==> src/rtl/scroll_msg_buffer.sv <==
// scroll_msg_buffer
// Collects a message of character codes over a valid/ready port, then shifts
// it through a four-slot window, one character per scroll tick, so it can feed
// the seven-segment scroller. Code 0 is blank; the window is blank before and
// after the message.
//
// state    | meaning
// ---------+-----------------------------------------------------------
// S_LOAD   | accepting message characters, wr_ready high
// S_READY  | message frozen, waiting for start
// S_SCROLL | shifting the message through the window on each tick
module scroll_msg_buffer #(
    parameter int CHAR_W   = 3,
    parameter int DEPTH    = 16,
    parameter int TICK_DIV = 100000000
) (
    input  logic              clk,
    input  logic              rst,
    input  logic              wr_valid,
    output logic              wr_ready,
    input  logic [CHAR_W-1:0] wr_char,
    input  logic              wr_last,
    input  logic              start,
    input  logic              repeat_en,
    output logic [CHAR_W-1:0] first,
    output logic [CHAR_W-1:0] second,
    output logic [CHAR_W-1:0] third,
    output logic [CHAR_W-1:0] fourth,
    output logic              busy,
    output logic              done
);

    localparam int ADDR_W = $clog2(DEPTH);
    localparam int LEN_W  = $clog2(DEPTH + 1);
    // idx runs up to len+4 without wrapping
    localparam int IDX_W  = $clog2(DEPTH + 5);
    localparam int PRE_W  = (TICK_DIV > 1) ? $clog2(TICK_DIV) : 1;

    localparam logic [PRE_W-1:0] PRE_TC   = PRE_W'(TICK_DIV - 1);
    localparam logic [LEN_W-1:0] LEN_FULL = LEN_W'(DEPTH - 1);

    typedef enum logic [1:0] {
        S_LOAD   = 2'd0,
        S_READY  = 2'd1,
        S_SCROLL = 2'd2
    } state_t;

    state_t            state_q;
    state_t            state_d;

    logic [CHAR_W-1:0] msg_mem [DEPTH];
    logic [LEN_W-1:0]  len_q;
    logic [IDX_W-1:0]  idx_q;
    logic [PRE_W-1:0]  presc_q;
    logic              rpt_q;

    logic              wr_fire;
    logic              tick;
    logic              last_step;
    logic [IDX_W-1:0]  last_idx;
    logic [CHAR_W-1:0] step_char;

    assign wr_ready  = (state_q == S_LOAD);
    assign wr_fire   = wr_valid && wr_ready;
    assign tick      = (state_q == S_SCROLL) && (presc_q == PRE_TC);
    // step number len+4 is taken while idx still holds len+3
    assign last_idx  = IDX_W'(len_q) + IDX_W'(3);
    assign last_step = tick && (idx_q == last_idx);

    // Character entering the window: message entry, or blank past the end
    always_comb begin
        step_char = '0;
        if (idx_q < IDX_W'(len_q)) begin
            step_char = msg_mem[idx_q[ADDR_W-1:0]];
        end
    end

    // State register
    always_ff @(posedge clk or posedge rst) begin
        if (rst) begin
            state_q <= S_LOAD;
        end else begin
            state_q <= state_d;
        end
    end

    // Next-state decode
    always_comb begin
        state_d = state_q;
        case (state_q)
            S_LOAD: begin
                if (wr_fire && (wr_last || (len_q == LEN_FULL))) begin
                    state_d = S_READY;
                end
            end
            S_READY: begin
                if (start) begin
                    state_d = S_SCROLL;
                end
            end
            S_SCROLL: begin
                if (last_step && !rpt_q) begin
                    state_d = S_LOAD;
                end
            end
            default: state_d = S_LOAD;
        endcase
    end

    // Message storage; contents survive a finished scroll, only len is cleared
    always_ff @(posedge clk) begin
        if (wr_fire) begin
            msg_mem[len_q[ADDR_W-1:0]] <= wr_char;
        end
    end

    // Length, scroll position, prescaler, window and status outputs
    always_ff @(posedge clk or posedge rst) begin
        if (rst) begin
            len_q   <= '0;
            idx_q   <= '0;
            presc_q <= '0;
            rpt_q   <= 1'b0;
            first   <= '0;
            second  <= '0;
            third   <= '0;
            fourth  <= '0;
            busy    <= 1'b0;
            done    <= 1'b0;
        end else begin
            done <= 1'b0;
            busy <= (state_d == S_SCROLL);
            case (state_q)
                S_LOAD: begin
                    if (wr_fire) begin
                        len_q <= len_q + LEN_W'(1);
                    end
                end
                S_READY: begin
                    if (start) begin
                        rpt_q   <= repeat_en;
                        idx_q   <= '0;
                        presc_q <= '0;
                    end
                end
                S_SCROLL: begin
                    presc_q <= tick ? '0 : presc_q + PRE_W'(1);
                    if (tick) begin
                        fourth <= third;
                        third  <= second;
                        second <= first;
                        first  <= step_char;
                        idx_q  <= (last_step && rpt_q) ? '0 : idx_q + IDX_W'(1);
                        if (last_step && !rpt_q) begin
                            done  <= 1'b1;
                            len_q <= '0;
                        end
                    end
                end
                default: ;
            endcase
        end
    end

endmodule
==> config.mk <==
export PLATFORM = sky130hd
export DESIGN_NAME = scroll_msg_buffer
export DESIGN_NICKNAME = d
export VERILOG_FILES = /design/src/rtl/scroll_msg_buffer.sv
export SDC_FILE = /design/constraint.sdc
export NUM_CORES = 1
export LEC_CHECK = 0
export BUFFER_PORTS_ARGS = -buffer_cell sky130_fd_sc_hd__buf_2
export CAP_MARGIN = 30
export CORE_MARGIN = 2
export CORE_UTILIZATION = 49
export CTS_CLUSTER_DIAMETER = 100
export CTS_CLUSTER_SIZE = 12
export DETAILED_ROUTE_END_ITERATION = 12
export GPL_TIMING_DRIVEN = 0
export HOLD_SLACK_MARGIN = 0.06
export PLACE_DENSITY = 0.74
export SLEW_MARGIN = 0
export SYNTH_ARGS = -nofsm -noshare
export SYNTH_HDL_FRONTEND = slang
export SYNTH_SLANG_ARGS = --single-unit
==> constraint.sdc <==
create_clock -name clk -period 6.6 [get_ports clk]
set_input_delay 1.98 -clock clk [delete_from_list [all_inputs] [get_ports clk]]
set_output_delay 1.98 -clock clk [all_outputs]
set_load 0.05 [all_outputs]
==> impl_metrics.toml <==
[cells_and_area]
n_antenna_cell = 0
multi_input_area_mm2 = 0.001961
nNetsFinal = 487
regArea_mm2 = 0.002793
synthToLayoutAreaGrowth_pct = 10.69
drive_gt1_frac = 0.1401
fillers = 829
fin_util = 0.5540

[synthesis]
ys_seq_elements = 102
synth_top_family_by_area = "simple AND/OR/NAND/NOR gates"
synth-compound-area-share = 0.07117
synth_ff_type = "dfrtp_1"
netlist_top_cells_count = "nand2_1, dfrtp_1, edfxtp_1"
yosysWarnings = 0
synth_area_leaders = "edfxtp_1, dfrtp_1, mux4_2"
syn_inst = 429
synth_area_per_cell_um2 = 11.35
ys_async_sr_fraction = 0.5294
ys_types = 47
synth_edf_count = 48
synthSimpleGateAreaFrac = 0.1914
synth_fp_nets = 450
synth_area_leader_cell = "edfxtp_1"
ys_seq_area_frac = 0.5735
synth_xor_area_frac = 0.03237
synthAdderAreaFrac = 0.03083
synthMuxAreaShare = 0.07682
synth_top_area_share = 0.2960
netlist_area_mm2 = 0.004870
synth_most_common_cell = "nand2_1"

[clocking]
cts_hold_buf = 0
post_cts_buffers = 0
numClockSinks = 102
htreeDepth = 3
cts_root_buffer = "clkbuf_8"
clkSlewWorstSetupHoldPaths_ns = 0.10
cts_made_buffers = 9
cts-resized-gates = 0
cts_tree = "done"
clockBufferDepth = 2
clk_latency_ns = 0.38

[sta]
post-route-period-util = 0.4824
hold_viol = 0
tns_ns = 0
layout_min_cycle_time_ns = 3.184
fmax_ghz = 0.3141
skew_ns = 0.01112
setup_violations = 0
slew_viol_final = 0
tightest_slew_ns = 0.8603
timing.slew.headroom = 0.4264
rsz0062_at_grt = "no"

[pwr]
seq_power_share = 0.468
p_clk_frac = 0.222
power_leakage_nw = 2.186
intPower_w = 0.001111
combPwrFrac = 0.310
ir_drop_uv = 126.5
netSwitchingPower_w = 0.0006654
power-per-cell-area_mw_per_mm2 = 329.6
switching_share = 0.3745

[global_route]
grt_use_total = 0.1905
grt_pass1_vias = 3354
grtUsageMet2 = 0.2999
busiest_layer = "met2"
grt_first_pass_wirelength_mm = 16.32
grtUsageMet3 = 0.03147
use_met1 = 0.2583
antenna_found_initial = 0
grt_max_degree = 39
grt.overflow.total = 0

[worst_hold_path]
min_path_type = "flop to flop"

[floorplan]
start_util = 0.5005
die_area_mm2 = 0.01075
io_pins = 24
die_w_um = 103.7
die_h_um = 103.7
rows = 36
core_area_mm2 = 0.009729

[detailed_routing]
postRouteAntennaNets = 0
drt-initial-drc-count = 291
drt_pass1_iterations = 5
wl_per_cell_um = 16.27
vias_per_cell = 5.631
routed_wl_mm = 9.826
vias = 3401
drc = 0

[worst_setup_path]
ff2ff_setup_slack_ns = 3.67
worstPathArrival_ns = 1.20
cp-end-kind = "output port"
critical_path.startpoint_type = "flop"
critPathKind = "flop to output port"
crit_required_ns = 4.62
cp_max_fo = 5

[place]
hpwlAfterDp_mm = 6.927
gp_congestion = 0.8464
port_buffers = 23

[run_status]
status = "completed"

[flow_run]
cap_violations = 0
[state kept, by name, summed over array words and instances (netlist names)]
| register | cells |
|---|---|
| msg_mem | 48 |
| presc_q | 27 |
| idx_q | 5 |
| len_q | 5 |
| first | 3 |
| fourth | 3 |
| second | 3 |
| third | 3 |
| state_q | 2 |
| busy | 1 |
| done | 1 |
| rpt_q | 1 |
[path summary, 6_finish.rpt]
check | startpoint | end | cells after the start
max | state_q[1]$_DFF_PP0_ | wr_ready | 2
min | fourth[1]$_DFFE_PP0P_ | fourth[1]$_DFFE_PP0P_ | 2
max reg2reg | presc_q[19]$_DFFE_PP0P_ | busy$_DFF_PP0_ | 5
min reg2reg | fourth[1]$_DFFE_PP0P_ | fourth[1]$_DFFE_PP0P_ | 2
max in group asynchronous | rst | presc_q[20]$_DFFE_PP0P_ | 3
min in group asynchronous | rst | second[2]$_DFFE_PP0P_ | 2
[layer usage]
metal	wire [um]	part of all wire
met5	0	0
met4	229	0.023
met3	562	0.057
met2	4622	0.47
met1	4412	0.45
[through the flow]
step | total power, W | instance area, um2 | instances | hold slack (ns) | setup WS, ns
floorplan | 0.001239 | 4870 | 429 | 0.4479 | 3.305
global placement | 0.001362 | 5151 | 585 | 0.4442 | 2.593
detailed placement | 0.001385 | 5181 | 588 | 0.4590 | 2.989
CTS | 0.001777 | 5390 | 604 | 0.4832 | 3.398
global route | 0.001873 | 5390 | 604 | 0.5195 | 3.327
finish | 0.001777 | 5390 | 604 | 0.4730 | 3.416
[critical path, cell delays in order (launching register included)]
cell and delay, ns:
dfrtp_1 0.42, nor2_1 0.14, buf_2 0.28
[power by group through the flow]
stage	clock network, W	logic, W	registers, W
2_1_floorplan	0	0.000410	0.000829
3_3_place_gp	0	0.000524	0.000837
3_5_place_dp	0	0.000544	0.000841
4_1_cts	0.000400	0.000548	0.000829
5_1_grt	0.000426	0.000604	0.000843
6_report	0.000394	0.000551	0.000831
[cells by family (layout without fill, tap and decap cells)]
| group | after synthesis | in the layout |
|---|---|---|
| adders and majority gates | 12 | 12 |
| muxes | 22 | 22 |
| xor gates and xnor gates | 18 | 18 |
| AOI/OAI and AO/OA | 54 | 54 |
| DFF | 102 | 102 |
| and+or+nand+nor | 192 | 192 |
| buffers and inverters | 29 | 71 |
[placed cells by master (no fill, tap or decap), drive strengths merged, types with 3 or more instances in the layout]
cell type,n
a21bo,3
a21oi,15
a31oi,9
and2,6
and3,7
buf,30
clkbuf,23
clkinv,3
dfrtp,54
edfxtp,48
ha,12
inv,14
mux2,3
mux2i,7
mux4,12
nand2,70
nand2b,4
nand3,20
nand4,14
nor2,39
nor2b,4
nor3,9
nor4,3
o211ai,3
o21ai,12
or3,4
or4b,3
xnor2,12
xor2,6
[layout make-up]
type | instances | share of cell area
buffer | 18 | 0.01393
clock buffer | 9 | 0.02298
clock inverter | 7 | 0.01578
inverter | 11 | 0.007660
multi-input combinational | 298 | 0.3637
sequential | 102 | 0.5181
tap | 133 | 0.03087
timing repair buffer | 26 | 0.02693
Power figures use the tool's default switching activity.
